<file path="src/rtl/rv32_lsu.sv">
// Load/store unit: one operation at a time from execute to a word-aligned req/gnt/rvalid bus.
// Handles byte-lane alignment for stores, lane extraction and sign/zero extension for loads.
module rv32_lsu #(
  parameter int XLEN   = 32,
  parameter int ADDR_W = 5
) (
  input  logic              clk_i,
  input  logic              rst_n,
  input  logic              valid_i,
  output logic              ready_o,
  input  logic              is_store_i,
  input  logic [2:0]        funct3_i,
  input  logic [XLEN-1:0]   addr_i,
  input  logic [XLEN-1:0]   sdata_i,
  input  logic [ADDR_W-1:0] rd_i,
  output logic              mem_req_o,
  output logic              mem_we_o,
  output logic [XLEN-1:0]   mem_addr_o,
  output logic [3:0]        mem_be_o,
  output logic [XLEN-1:0]   mem_wdata_o,
  input  logic              mem_gnt_i,
  input  logic              mem_rvalid_i,
  input  logic [XLEN-1:0]   mem_rdata_i,
  output logic              wb_we_o,
  output logic [ADDR_W-1:0] wb_waddr_o,
  output logic [XLEN-1:0]   wb_wdata_o,
  output logic              err_o
);

  typedef enum logic [1:0] {IDLE, REQ, WAIT} state_t;

  state_t state_q, state_d;

  logic              legal, aligned, accept, go;
  logic [3:0]        be_d;
  logic [XLEN-1:0]   wdata_d;
  logic              req_q, we_q, err_q, wb_we_q;
  logic [2:0]        f3_q;
  logic [1:0]        off_q;
  logic [ADDR_W-1:0] rd_q;
  logic [XLEN-1:0]   addr_q, wdata_q;
  logic [3:0]        be_q;
  logic [XLEN-1:0]   lane, load_val;

  assign accept = valid_i && (state_q == IDLE);
  assign go     = accept && legal && aligned;

  always_comb begin
    legal   = is_store_i ? (funct3_i < 3'd3)
                         : (funct3_i inside {3'd0, 3'd1, 3'd2, 3'd4, 3'd5});
    aligned = 1'b1;
    case (funct3_i[1:0])
      2'd1:    aligned = ~addr_i[0];
      2'd2:    aligned = (addr_i[1:0] == 2'b00);
      default: aligned = 1'b1;
    endcase
  end

  // Lane selection also applies to loads so the bus sees which bytes are wanted.
  always_comb begin
    be_d    = 4'b1111;
    wdata_d = sdata_i;
    case (funct3_i[1:0])
      2'd0: begin
        be_d    = 4'b0001 << addr_i[1:0];
        wdata_d = {4{sdata_i[7:0]}};
      end
      2'd1: begin
        be_d    = addr_i[1] ? 4'b1100 : 4'b0011;
        wdata_d = {2{sdata_i[15:0]}};
      end
      default: begin
        be_d    = 4'b1111;
        wdata_d = sdata_i;
      end
    endcase
  end

  always_ff @(posedge clk_i or negedge rst_n) begin
    if (!rst_n) state_q <= IDLE;
    else        state_q <= state_d;
  end

  always_comb begin
    state_d = state_q;
    case (state_q)
      IDLE:    if (go) state_d = REQ;
      REQ:     if (mem_gnt_i) state_d = we_q ? IDLE : WAIT;
      WAIT:    if (mem_rvalid_i) state_d = IDLE;
      default: state_d = IDLE;
    endcase
  end

  always_comb begin
    lane     = mem_rdata_i >> {off_q, 3'b000};
    load_val = lane;
    case (f3_q)
      3'd0:    load_val = {{(XLEN-8){lane[7]}}, lane[7:0]};
      3'd1:    load_val = {{(XLEN-16){lane[15]}}, lane[15:0]};
      3'd4:    load_val = {{(XLEN-8){1'b0}}, lane[7:0]};
      3'd5:    load_val = {{(XLEN-16){1'b0}}, lane[15:0]};
      default: load_val = lane;
    endcase
  end

  always_ff @(posedge clk_i or negedge rst_n) begin
    if (!rst_n) begin
      req_q      <= 1'b0;
      we_q       <= 1'b0;
      err_q      <= 1'b0;
      wb_we_q    <= 1'b0;
      f3_q       <= 3'd0;
      off_q      <= 2'd0;
      rd_q       <= '0;
      addr_q     <= '0;
      wdata_q    <= '0;
      be_q       <= 4'd0;
      wb_waddr_o <= '0;
      wb_wdata_o <= '0;
    end else begin
      req_q   <= (state_d == REQ);
      err_q   <= accept && !(legal && aligned);
      wb_we_q <= (state_q == WAIT) && mem_rvalid_i && (rd_q != '0);
      if (go) begin
        we_q    <= is_store_i;
        f3_q    <= funct3_i;
        off_q   <= addr_i[1:0];
        rd_q    <= rd_i;
        addr_q  <= {addr_i[XLEN-1:2], 2'b00};
        wdata_q <= wdata_d;
        be_q    <= be_d;
      end
      if ((state_q == WAIT) && mem_rvalid_i) begin
        wb_waddr_o <= rd_q;
        wb_wdata_o <= load_val;
      end
    end
  end

  assign ready_o     = (state_q == IDLE);
  assign mem_req_o   = req_q;
  assign mem_we_o    = req_q & we_q;
  assign mem_be_o    = req_q ? be_q : 4'b0000;
  assign mem_addr_o  = addr_q;
  assign mem_wdata_o = wdata_q;
  assign wb_we_o     = wb_we_q;
  assign err_o       = err_q;

endmodule

</file>
<file path="config.mk">
export PLATFORM = sky130hd
export DESIGN_NAME = rv32_lsu
export DESIGN_NICKNAME = d
export VERILOG_FILES = /design/src/rtl/rv32_lsu.sv
export SDC_FILE = /design/constraint.sdc
export NUM_CORES = 1
export LEC_CHECK = 0
export BUFFER_PORTS_ARGS = -buffer_cell sky130_fd_sc_hd__buf_4
export CELL_PAD_IN_SITES_DETAIL_PLACEMENT = 0
export CELL_PAD_IN_SITES_GLOBAL_PLACEMENT = 2
export CORE_MARGIN = 2
export CORE_UTILIZATION = 33
export CTS_BUF_LIST = sky130_fd_sc_hd__clkbuf_8
export CTS_CLUSTER_SIZE = 40
export DETAILED_ROUTE_END_ITERATION = 8
export GPL_ROUTABILITY_DRIVEN = 0
export GPL_TIMING_DRIVEN = 0
export PLACE_DENSITY_LB_ADDON = 0.1
export RECOVER_POWER = 50
export REMOVE_ABC_BUFFERS = 1
export SYNTH_ARGS = -nofsm -noshare
export SYNTH_HDL_FRONTEND = slang
export SYNTH_SLANG_ARGS = --single-unit
</file>
<file path="constraint.sdc">
create_clock -name clk_i -period 5.2 [get_ports clk_i]
set_input_delay 0.52 -clock clk_i [delete_from_list [all_inputs] [get_ports clk_i]]
set_output_delay 0.52 -clock clk_i [all_outputs]
set_load 0.05 [all_outputs]
</file>
* Yosys cells after proc, flatten, opt, wreduce, memory -nomap -nowiden
Cells that the tools add are included.
** Word-level totals
- Flip-flop bits (word level) :: 119
- Input bits :: 110
- Word-level logic and storage cells :: 57
- Output and inout bits :: 110
** Cells by class
- Muxes and demuxes :: 12
- Shifts and indexed selects :: 2
- $lt $le $gt $ge :: 1
- Equal/unequal tests :: 12
- Bitwise logic cells :: 2
- Reductions and logical operators :: 15
** Operators with widths (count)
- 32-bit one-hot mux with 4 select lines :: 1
- 32-bit one-hot mux with 2 select lines :: 1
- 32-bit by 5-bit >> shifter with 32-bit output :: 1
- 3-bit == test (second input constant) :: 4
- 5-bit nonzero test :: 2
- 2-bit 2-to-1 mux :: 4
- 4-bit 2-to-1 mux :: 2
- 4-bit one-hot mux with 2 select lines :: 1
- 1-bit logical AND :: 7
- 2-bit by 1-bit == test with 1-bit output (second input constant) :: 3
- 3-bit by 1-bit == test with 1-bit output (second input constant) :: 2
- 2-bit zero test :: 3
- 3-bit zero test :: 2
- 2-bit one-hot mux with 3 select lines :: 1
- 2-bit == test (second input constant) :: 2
- 1-bit by 2-bit << shifter with 4-bit output (first input constant) :: 1
- 3-bit by 2-bit == test with 1-bit output (second input constant) :: 1
- 3-bit by 2-bit < comparator with 1-bit output (second input constant) :: 1
- 1-bit one-hot mux with 2 select lines :: 1
- 1-bit bitwise AND :: 1
- 1-bit zero test :: 1
- 1-bit 2-to-1 mux :: 1
- 1-bit NOT :: 1

* Longest topological paths before layout
Gate-level depths: netlist of the first run.
- Depth in word-level cells :: 8
- Depth in mapped cells :: 9
- Gate-level depth less buffers :: 6

* Worst setup path after synthesis of the first run
OpenSTA, ideal clock, no wires.
- Path type :: input port to flip-flop
- Start :: input port funct3_i[1]
- End :: register wdata_q[15] (netlist: mem_wdata_o[15])
- Path buffers :: 3
- Stages :: 9
- Setup time :: 0.125 ns
- Data required time :: 5.075 ns
- Setup slack :: 2.908 ns
- Data arrival time :: 2.167 ns
- Cells stage by stage :: inv_1 > ha_1 > buf_2 > nor2_1 > a221oi_2 > nand4_2 > buf_2 > buf_6 > mux2_4
** On the way
- Cells in the longest elaborated chain, start to end :: 5
- Elaborated cells on any way between the ends :: 15
- Classes of those cells :: 1 x order compare; 6 x eq/ne; 3 x mux; 5 x reduce/logical
** RTL lines
- from (decl) :: RTL line 12 : input logic [2:0] funct3_i,
- 3-bit by 1-bit == test with 1-bit output, or another cell as far along :: RTL line 50 : : (funct3_i inside {3'd0, 3'd1, 3'd2, 3'd4, 3'd5});
- 5-bit nonzero test :: RTL line 50
- 1-bit 2-to-1 mux :: RTL line 49 : legal = is_store_i ? (funct3_i < 3'd3)
- 1-bit logical AND (2 in series) :: RTL line 46 : assign go = accept && legal && aligned;
- to (signal assigned) :: RTL line 130 : wdata_q <= wdata_d;
- to (decl) :: RTL line 41 : logic [XLEN-1:0] addr_q, wdata_q;
Several ways; a longest one is shown, not always the timed one.
A chain may end at the register's enable or synchronous reset.

* Worst setup path in the final report of the first run
- Start :: input port funct3_i[1]
- End :: register addr_q[21] (netlist: mem_addr_o[21])
** On the way
- Cells in the longest elaborated chain, start to end :: 5
- Elaborated cells on any way between the ends :: 13
- Classes of those cells :: 1 x order compare; 6 x eq/ne; 2 x mux; 4 x reduce/logical
** RTL lines
- 3-bit by 1-bit == test with 1-bit output, or another cell as far along :: RTL line 50
- 5-bit nonzero test :: RTL line 50
- 1-bit 2-to-1 mux :: RTL line 49
- 1-bit logical AND :: RTL line 46
- 1-bit logical AND (*) :: RTL line 46
- to (signal assigned) :: RTL line 129 : addr_q <= {addr_i[XLEN-1:2], 2'b00};
- to (decl) :: RTL line 41
Mark *: on every way between the ends. The rest lies on a longest branch, timed or not.

==> results of run 1 <==
layout make-up:
| class | instances | area share, % |
|---|---|---|
| clock buffers | 20 | 3.63 |
| clock inverters | 10 | 1.70 |
| inverters | 5 | 0.247 |
| multi-input cells | 320 | 31.6 |
| flip-flops and latches | 119 | 39.3 |
| well taps | 220 | 3.63 |
| repair buffers | 222 | 20.0 |
state kept, by name, indices dropped and copies added, names as in the netlist, 2 cells and up:
name	cells
be_q	4
f3_q	3
mem_addr_o	30
mem_wdata_o	32
off_q	2
rd_q	5
state_q	2
wb_waddr_o	5
wb_wdata_o	32
per-stage QoR:
stage	power, W	util (%)
global placement	0.00439	44.2
CTS	0.00533	47.3
finish	0.00510	46.1
floorplan	0.00350	-
global route	0.00539	46.1
detailed placement	0.00443	44.8
cells in the mapped netlist (8+ instances only):
cell type	count
buf_2	12
dfrtp_1	119
mux2_4	8
mux2_2	80
nand2_1	59
a22o_1	8
nor2_1	27
o21ai_0	20
a221o_1	8
nand3_1	15
a21oi_1	18
and2_1	12
mux2i_1	18
clkbuf_1	14
a22oi_1	10
power by group:
| group | switching (W) | internal (W) |
|---|---|---|
| sequential | 0.000299 | 0.00133 |
| clock | 0.000384 | 0.000502 |
| combinational | 0.00180 | 0.000793 |
worst register-to-register path, cell delays in order (launching register included):
cell	delay (ns)
dfrtp_1	0.43
nand3b_1	0.71
buf_8	0.43
nor3_1	1.00
a221o_1	0.30
how the worst max path moves through the flow:
stage                           start        endpoint  slack (ns)  cells after the start
after floorplan           funct3_i[1]         be_q[0]        0.98                      6
after global placement    funct3_i[1]  mem_addr_o[30]       -0.87                      7
after detailed placement  funct3_i[1]  mem_addr_o[28]        1.05                      9
after CTS                 funct3_i[1]  mem_addr_o[28]        1.53                      9
after global routing      funct3_i[1]   mem_addr_o[7]        1.26                      9
final                     funct3_i[1]  mem_addr_o[21]        1.57                      9
what timing repair did:
| action | in CTS | in global routing |
|---|---|---|
| buffers inserted | 0 | 0 |
| endpoints found under the hold margin | 30 | 0 |
| hold buffers | 1 | 0 |
layer usage:
metal	vias up	wire, um	global-route usage (%)
met5	-	0	0
met4	0	251	6.15
met3	17	1370	8.30
met2	146	7150	27.9
met1	2171	6780	22.0
li1	2096	-	-
cell families (layout without fill, tap and decap cells):
| kind of cell | count (synthesis) | count (layout) | synth area share [%] |
|---|---|---|---|
| other | 1 | 2 | 0.0679 |
| buffers and inverters | 37 | 257 | 3.06 |
| adder cells (fa/ha/maj) | 3 | 3 | 0.680 |
| AND/OR/NAND/NOR | 132 | 132 | 10.9 |
| flip-flops | 119 | 119 | 53.9 |
| multiplexers | 107 | 107 | 22.2 |
| AO/OA/AOI/OAI | 76 | 76 | 9.26 |
==> results.py, run 1 <==
metrics = {
    "outcome": {
        "status": "finished, violations left",
        "violations": "max-capacitance violations, max-slew violations",
    },
    "synth": {
        "async_reset_ff_share_pct": 100,
        "synthCells": 475,
        "yosys_warnings": 0,
        "synth_top_area_cell": "dfrtp_1",
        "yosysSeqAreaShare_pct": 53.9,
        "yosysUniqueCellTypes": 38,
        "synth_top_area_share_pct": 53.9,
        "ys_top_cells_by_area": "dfrtp_1, mux2_2, nand2_1",
        "syn_area_um2": 5520,
        "synth.avg_cell_area_um2": 11.6,
        "ys_seq_elements": 119,
        "synthFlopType": "dfrtp_1",
        "synth_edf_count": 0,
    },
    "clocking": {
        "h-tree-depth": 4,
        "cts_buffer_depth": 2,
        "cts_tree": "built",
        "path_clk_slew_ns": 0.07,
        "cts_buffers": 17,
        "clk_latency_ns": 0.43,
        "cts_sinks": 119,
        "ctsResizeCount": 0,
        "cts_root_buf": "clkbuf_8",
    },
    "floorplanning": {
        "fp.dieH_um": 133,
        "core_area_um2": 16500,
        "start_util_pct": 33.5,
        "dieArea_um2": 17800,
        "io_pins": 220,
        "num_rows": 47,
        "fp.dieW_um": 133,
    },
    "layout": {
        "nFillCells": 1614,
        "final_cell_mix": "buf_4, dfrtp_1, mux2_2",
        "regArea_um2": 2980,
        "drive_gt1_share_pct": 41.7,
        "multi_input_area_um2": 2390,
        "final_common_cell": "buf_4",
        "finalNetCount": 798,
        "diodes": 0,
        "design_area_um2": 7580,
        "syn_to_final_growth_pct": 37.3,
        "layout.cells.non_filler": 916,
    },
    "worst_setup_path": {
        "worstPathRequired_ns": 5.52,
        "worst-r2r-cell-count": 4,
        "worstPathCellList": "buf_4 -> inv_1 -> ha_1 -> nor2_2 -> buf_8 -> a221oi_2 -> nand4_4 -> buf_12 -> mux2_2",
        "timing.rr.end": "wb_wdata_o[28]",
        "worstPathArrival_ns": 3.94,
        "path_buf_inv": 4,
        "cp_top_family": "buffers and inverters",
        "worst_setup_path_end_kind": "flop",
        "cp_slowest_stage_delay_ns": 0.78,
        "crit_path_start_kind": "primary input",
        "cpMaxStageDelayCell": "ha_1",
        "cp_max_fo": 41,
        "rrSetupSlack_ns": 2.26,
        "rr_startpoint": "state_q[0]",
        "path_class": "in2reg",
    },
    "grt": {
        "overflow": 0,
        "grt_max_degree": 90,
        "grt.total_usage_pct": 17.9,
        "grt_pass1_wl_mm": 24.6,
        "antenna_found_initial": 0,
        "first_global_vias": 4649,
    },
    "drt": {
        "wire_per_inst_um": 17.0,
        "dr.pass1.iters": 4,
        "vias": 4430,
        "drtIter0Drc": 148,
        "route.detailed.drc": 0,
        "viasPerCell": 4.84,
        "antenna_left": 0,
        "drt_wl_total_mm": 15.6,
    },
    "timing": {
        "fin_crit_ns": 3.63,
        "fin_crit_sh_pct": 69.7,
        "tightest_slew_ns": 1.84,
        "fmax_ghz": 0.276,
        "hold_violations": 0,
        "rsz0062_at_grt": "no",
        "max_slew_margin_pct": -22.7,
        "finClkSkew_ns": 0.00945,
        "slew_viol_final": 31,
        "whs_ns": 0.265,
        "setup_tns_ns": 0,
        "setup_violations": 0,
        "setup_ws_ns": 1.57,
    },
    "worst_hold_path": {
        "hold_path.class": "in2reg",
        "min_path_cells": 2,
        "hold_end": "state_q[1]",
        "hp-start": "mem_rvalid_i",
    },
    "place": {
        "place_inst": 885,
        "portBuffers": 217,
        "place_ws_ns": 1.05,
        "hpwl_mm": 10.7,
        "dpl_cell_area_um2": 7380,
    },
    "flow_run": {
        "drv_cap": 1,
    },
    "power_and_ir_drop": {
        "max-vdd-ir-drop_v": 0.000371,
        "p_leak_nw": 3.62,
        "power_density_nw_per_um2": 673,
    },
}
No activity file was read; power rests on OpenSTA's default activity.
==> run 2: changes to the inputs <==
- ABC_AREA: default -> 1
- CORE_UTILIZATION: 33 -> 25
- clock period: 5.2 -> 3.3 ns (I/O delays scaled with it)
==> run 2 against run 1 <==
Against the previous run:
- the run still ends with max-capacitance violations, max-slew violations left
- count of clock-buffer cells in the layout decreased by 2
- critical endpoint is now wb_wdata_o[24]
- largest power group unchanged
- synthesized area increased by 11%
- critical path type is now reg2reg
- clock power grew 61%
- largest cell class unchanged
==> results.py, run 2 <==
metrics = {
    "outcome": {
        "status": "finished, violations left",
        "violations": "max-capacitance violations, max-slew violations",
    },
    "worst_setup_path": {
        "worstPathArrival_ns": 3.23,
        "rr_startpoint": "off_q[0]",
        "worstPathRequired_ns": 3.65,
        "worst-r2r-cell-count": 7,
        "worst_setup_path_end_kind": "flop",
        "timing.rr.end": "wb_wdata_o[24]",
        "rrSetupSlack_ns": 0.42,
        "path_class": "reg2reg",
        "cp_max_fo": 27,
        "crit_path_start_kind": "flop",
    },
    "synth": {
        "yosys_warnings": 0,
        "yosysUniqueCellTypes": 24,
        "async_reset_ff_share_pct": 100,
        "synth_top_area_share_pct": 48.8,
        "synth_edf_count": 0,
        "ys_top_cells_by_area": "dfrtp_1, nand2_1, nand4_1",
        "synth_top_area_cell": "dfrtp_1",
        "yosys-top-cells-count": "nand2_1, dfrtp_1, nand4_1, inv_1, nand3_1",
        "synthCells": 822,
        "yosysSeqAreaShare_pct": 48.8,
        "yosysMostFrequentCell": "nand2_1",
        "syn_area_um2": 6100,
        "synth.avg_cell_area_um2": 7.43,
        "ys_seq_elements": 119,
        "synthFlopType": "dfrtp_1",
    },
    "drt": {
        "drt_wl_total_mm": 21.8,
        "viasPerCell": 4.41,
        "vias": 5945,
        "dr.pass1.iters": 4,
        "route.detailed.drc": 0,
        "drtIter0Drc": 352,
        "antenna_left": 0,
        "wire_per_inst_um": 16.1,
    },
    "timing": {
        "hold_violations": 0,
        "fmax_ghz": 0.347,
        "slew_viol_final": 42,
        "max_slew_margin_pct": -72.1,
        "setup_violations": 0,
        "fin_crit_ns": 2.88,
        "finClkSkew_ns": 0.0163,
        "whs_ns": 0.0788,
        "fin_crit_sh_pct": 87.4,
        "tightest_slew_ns": 2.58,
        "rsz0062_at_grt": "no",
    },
    "floorplanning": {
        "start_util_pct": 25.2,
        "fp.dieH_um": 160,
        "num_rows": 57,
        "fp.dieW_um": 160,
        "dieArea_um2": 25700,
        "io_pins": 220,
        "core_area_um2": 24200,
    },
    "place": {
        "hpwl_mm": 14.5,
        "portBuffers": 217,
        "place_inst": 1315,
    },
    "flow_run": {
        "drv_cap": 1,
    },
    "clocking": {
        "cts_sinks": 119,
        "cts_tree": "built",
        "cts_setup_buffers": 0,
        "cts_root_buf": "clkbuf_8",
        "cts_buffers": 17,
        "cts_buffer_depth": 2,
        "clk_latency_ns": 0.45,
        "h-tree-depth": 4,
        "path_clk_slew_ns": 0.09,
    },
    "layout": {
        "drive_gt1_share_pct": 23.1,
        "syn_to_final_growth_pct": 36.7,
        "layout.cells.non_filler": 1349,
        "diodes": 0,
        "finalNetCount": 1125,
        "final_cell_mix": "nand2_1, buf_4, dfrtp_1",
        "final_common_cell": "nand2_1",
        "nFillCells": 2721,
    },
    "worst_hold_path": {
        "min_path_cells": 2,
        "hold_end": "state_q[0]",
        "hold_path.class": "in2reg",
        "hp-start": "mem_gnt_i",
    },
    "grt": {
        "overflow": 0,
        "antenna_found_initial": 0,
        "grt_max_degree": 79,
        "grt_pass1_wl_mm": 34.4,
        "first_global_vias": 5938,
        "grt.total_usage_pct": 17.1,
    },
    "power_and_ir_drop": {
        "max-vdd-ir-drop_v": 0.000341,
        "power_density_nw_per_um2": 913,
        "p_total_w": 0.00762,
        "p_leak_nw": 4.49,
    },
}
-- run 2: cell families after synthesis --
logic type	Yosys count	synth area share, %
flops	119	48.8
other cells	1	0.0614
compound gates	32	3.14
buf+inv	113	7.73
simple gates	554	39.7
fa+ha+maj	3	0.615
-- run 2: area by class of cell --
| type | instances | area [um2] | area share [%] |
|---|---|---|---|
| repair inverters | 1 | 5.00 | 0.0600 |
| inverters | 55 | 210 | 2.52 |
| well taps | 324 | 405 | 4.86 |
| clock buffers | 18 | 248 | 2.97 |
| flip-flops and latches | 119 | 2980 | 35.7 |
| repair buffers | 227 | 1630 | 19.6 |
| clock inverters | 14 | 163 | 1.95 |
| multi-input cells | 591 | 2700 | 32.4 |
-- run 2: power by group --
| part | switching [W] | internal [W] | total (W) |
|---|---|---|---|
| clock network | 0.000716 | 0.000711 | 0.00143 |
| registers | 0.000356 | 0.00200 | 0.00235 |
| logic | 0.00287 | 0.000974 | 0.00384 |
-- run 2: metal layers --
metal,share of wire [%],up-vias,global-route usage (%)
li1,-,3028,-
met1,47,2754,23.1
met2,45,147,26.0
met3,7.3,16,5.64
met4,1.3,0,5.12
met5,0,-,0
-- run 2: how the worst max path moves through the flow --
stage	start	to	slack (ns)
2_1_floorplan	state_q[1]	be_q[0]	-1.18
3_3_place_gp	state_q[1]	mem_req_o	-4.65
3_5_place_dp	off_q[0]	wb_wdata_o[24]	0.03
4_1_cts	off_q[0]	wb_wdata_o[24]	0.04
5_1_grt	off_q[0]	wb_wdata_o[19]	0.04
6_report	off_q[0]	wb_wdata_o[24]	0.42
-- run 2: repair_timing --
item	4_1_cts	5_1_grt
hold buffers	1	0
gates resized for setup	0	2
setup endpoints to repair	0	24
endpoints found under the hold margin	41	0
-- run 2: worst max-delay path, stage by stage, from the launching register on --
cell and delay (ns):
dfrtp_1 1.02, clkinvlp_4 0.64, nand2_1 0.21, nand2_1 0.09
nand3_1 0.50, nand3_1 0.19, nand2_1 0.09, inv_1 0.04
-- run 2: metrics by stage --
step	TNS [ns]	util (%)	worst slack, ns	cell area, um2
finish	0	34.5	0.417	8350
global route	0	34.5	0.0404	8350
CTS	0	35.3	0.0351	8540
detailed placement	0	33.6	0.0342	8120
global placement	-375.17	32.6	-4.65	7880
floorplan	-93.04	-	-1.18	5840
==> run 3: changes to the inputs <==
- ABC_AREA: 1 -> default
- CORE_UTILIZATION: 25 -> 28
==> run 3 against run 2 <==
Against the previous run:
- the run now ends clean
- cell area is 7.3% lower
- routed wire length is 22% lower
- worst hold slack worse by 0.0037 ns
- global-route usage is 0.58 points lower
- register-to-register slack improved by 0.34 ns
- non-clock buffer count shrank 4
- combinational power grew 7.3%
- first-iteration DRC count fell by 49%
- sequential power increased by 10%
- critical path depth is the same
- critical path type is now in2reg
- largest cell class unchanged
==> results.py, run 3 (synthesized netlist as in run 1, its figures left out) <==
metrics = {
    "outcome": {
        "status": "complete, no violations",
    },
    "clocking": {
        "cts_root_buf": "clkbuf_8",
        "cts_buffers": 17,
        "cts_sinks": 119,
        "clk_latency_ns": 0.44,
        "h-tree-depth": 4,
        "cts_tree": "built",
        "path_clk_slew_ns": 0.08,
        "cts_buffer_depth": 2,
    },
    "layout": {
        "syn_to_final_growth_pct": 40.1,
        "nFillCells": 2003,
        "final_common_cell": "buf_4",
        "drive_gt1_share_pct": 42.7,
        "finalNetCount": 800,
        "diodes": 0,
        "final_cell_mix": "buf_4, dfrtp_1, mux2_2",
    },
    "worst_setup_path": {
        "worstPathArrival_ns": 3.36,
        "path_buf_inv": 2,
        "worstPathCellList": "buf_4 -> inv_1 -> ha_2 -> nor2_2 -> a221oi_2 -> nand4_2 -> mux2_2",
        "rr_startpoint": "off_q[1]",
        "worst_setup_path_end_kind": "flop",
        "crit_path_start_kind": "primary input",
        "cp_max_fo": 22,
        "cpMaxStageDelayCell": "nand4_2",
        "worst-r2r-cell-count": 4,
        "worstPathRequired_ns": 3.63,
        "cp_slowest_stage_delay_ns": 0.75,
        "cp_top_family": "simple AND/OR/NAND/NOR gates",
        "timing.rr.end": "wb_wdata_o[30]",
        "rrSetupSlack_ns": 0.76,
        "path_class": "in2reg",
    },
    "grt": {
        "overflow": 0,
        "grt_max_degree": 66,
        "grt.total_usage_pct": 16.5,
        "antenna_found_initial": 0,
        "grt_pass1_wl_mm": 25.8,
        "first_global_vias": 4607,
    },
    "timing": {
        "fin_crit_ns": 3.04,
        "hold_violations": 0,
        "fin_crit_sh_pct": 92.0,
        "max_slew_margin_pct": 4.53,
        "setup_violations": 0,
        "rsz0062_at_grt": "no",
        "setup_ws_ns": 0.263,
        "fmax_ghz": 0.329,
        "tightest_slew_ns": 1.43,
        "finClkSkew_ns": 0.00879,
        "setup_tns_ns": 0,
        "slew_viol_final": 0,
        "whs_ns": 0.0750,
    },
    "floorplanning": {
        "dieArea_um2": 20900,
        "num_rows": 51,
        "core_area_um2": 19400,
        "fp.dieH_um": 144,
        "io_pins": 220,
        "start_util_pct": 28.5,
        "fp.dieW_um": 144,
    },
    "flow_run": {
        "drv_cap": 0,
    },
    "drt": {
        "wire_per_inst_um": 17.6,
        "drtIter0Drc": 179,
        "drt_wl_total_mm": 17.0,
        "antenna_left": 0,
        "viasPerCell": 4.62,
        "dr.pass1.iters": 4,
        "route.detailed.drc": 0,
        "vias": 4460,
    },
    "place": {
        "place_ws_ns": -0.614,
        "hpwl_mm": 11.5,
        "portBuffers": 217,
    },
    "worst_hold_path": {
        "hp-start": "mem_rvalid_i",
        "hold_path.class": "in2reg",
        "min_path_cells": 2,
        "hold_end": "state_q[1]",
    },
    "power_and_ir_drop": {
        "max-vdd-ir-drop_v": 0.000697,
        "power_density_nw_per_um2": 1070,
        "p_leak_nw": 3.66,
    },
}
## run 3: cell count changes in the layout (fill, tap and decap cells not counted), moves of 10 or more
cell     delta
inv_1      -49
and2_1     +12
nand3_1    -37
nand2_1   -306
mux2i_1    +18
nand4_1    -77
a22oi_1    +10
a21oi_1    +10
mux2_2     +80
or2_2      -23
## run 3: area by class of cell
type	instances	area (um2)	share of cell area, %
Tap cell	265	332	4.29
Clock inverter	14	223	2.88
Inverter	5	18.8	0.243
Timing Repair Buffer	223	1530	19.7
Clock buffer	18	248	3.20
Multi-Input combinational cell	321	2410	31.2
Sequential cell	119	2980	38.5
## run 3: worst register-to-register path, delay by kind of cell (launching register included)
family	cells	cell delay (ns)
muxes	1	0.42
DFF	1	1.13
and+or+nand+nor	2	0.55
AOI/OAI and AO/OA	1	0.32
## run 3: worst max path at each step
stage,startpoint,to,slack [ns],cells after the start
CTS,funct3_i[1],mem_wdata_o[17],0.13,8
finish,funct3_i[1],mem_wdata_o[5],0.26,7
floorplan,funct3_i[1],be_q[0],-0.73,6
global route,funct3_i[1],rd_q[2],0.10,7
global placement,funct3_i[1],mem_addr_o[6],-2.77,7
detailed placement,funct3_i[1],mem_wdata_o[18],-0.61,8
## run 3: metrics by stage
step                      cell area, um2  total power [W]  instances  utilization (%)
final                               7740          0.00830        965             39.9
after CTS                           7960          0.00865        965             41.0
after floorplan                     5380          0.00552        444                -
after global routing                7740          0.00875        965             39.9
after global placement              7340          0.00697        926             37.8
after detailed placement            7460          0.00702        931             38.5
## run 3: power by group
part | switching [W] | internal, W
combinational | 0.00286 | 0.00126
sequential | 0.000491 | 0.00210
clock | 0.000663 | 0.000926
total | 0.00402 | 0.00428
## run 3: layer usage
metal | share of wire, % | track usage [%]
met1 | 45 | 21.4
met3 | 8.4 | 7.09
met5 | 0 | 0
met2 | 45 | 25.2
met4 | 0.98 | 4.70
## run 3: what timing repair did
action | in CTS | in global routing
endpoints found under the hold margin | 54 | 0
cloned | 1 | 0
endpoints found under the setup margin | 42 | 59
resized for setup | 1 | 1
pin swaps | 1 | 0
hold buffers | 1 | 0
setup buffers | 0 | 0
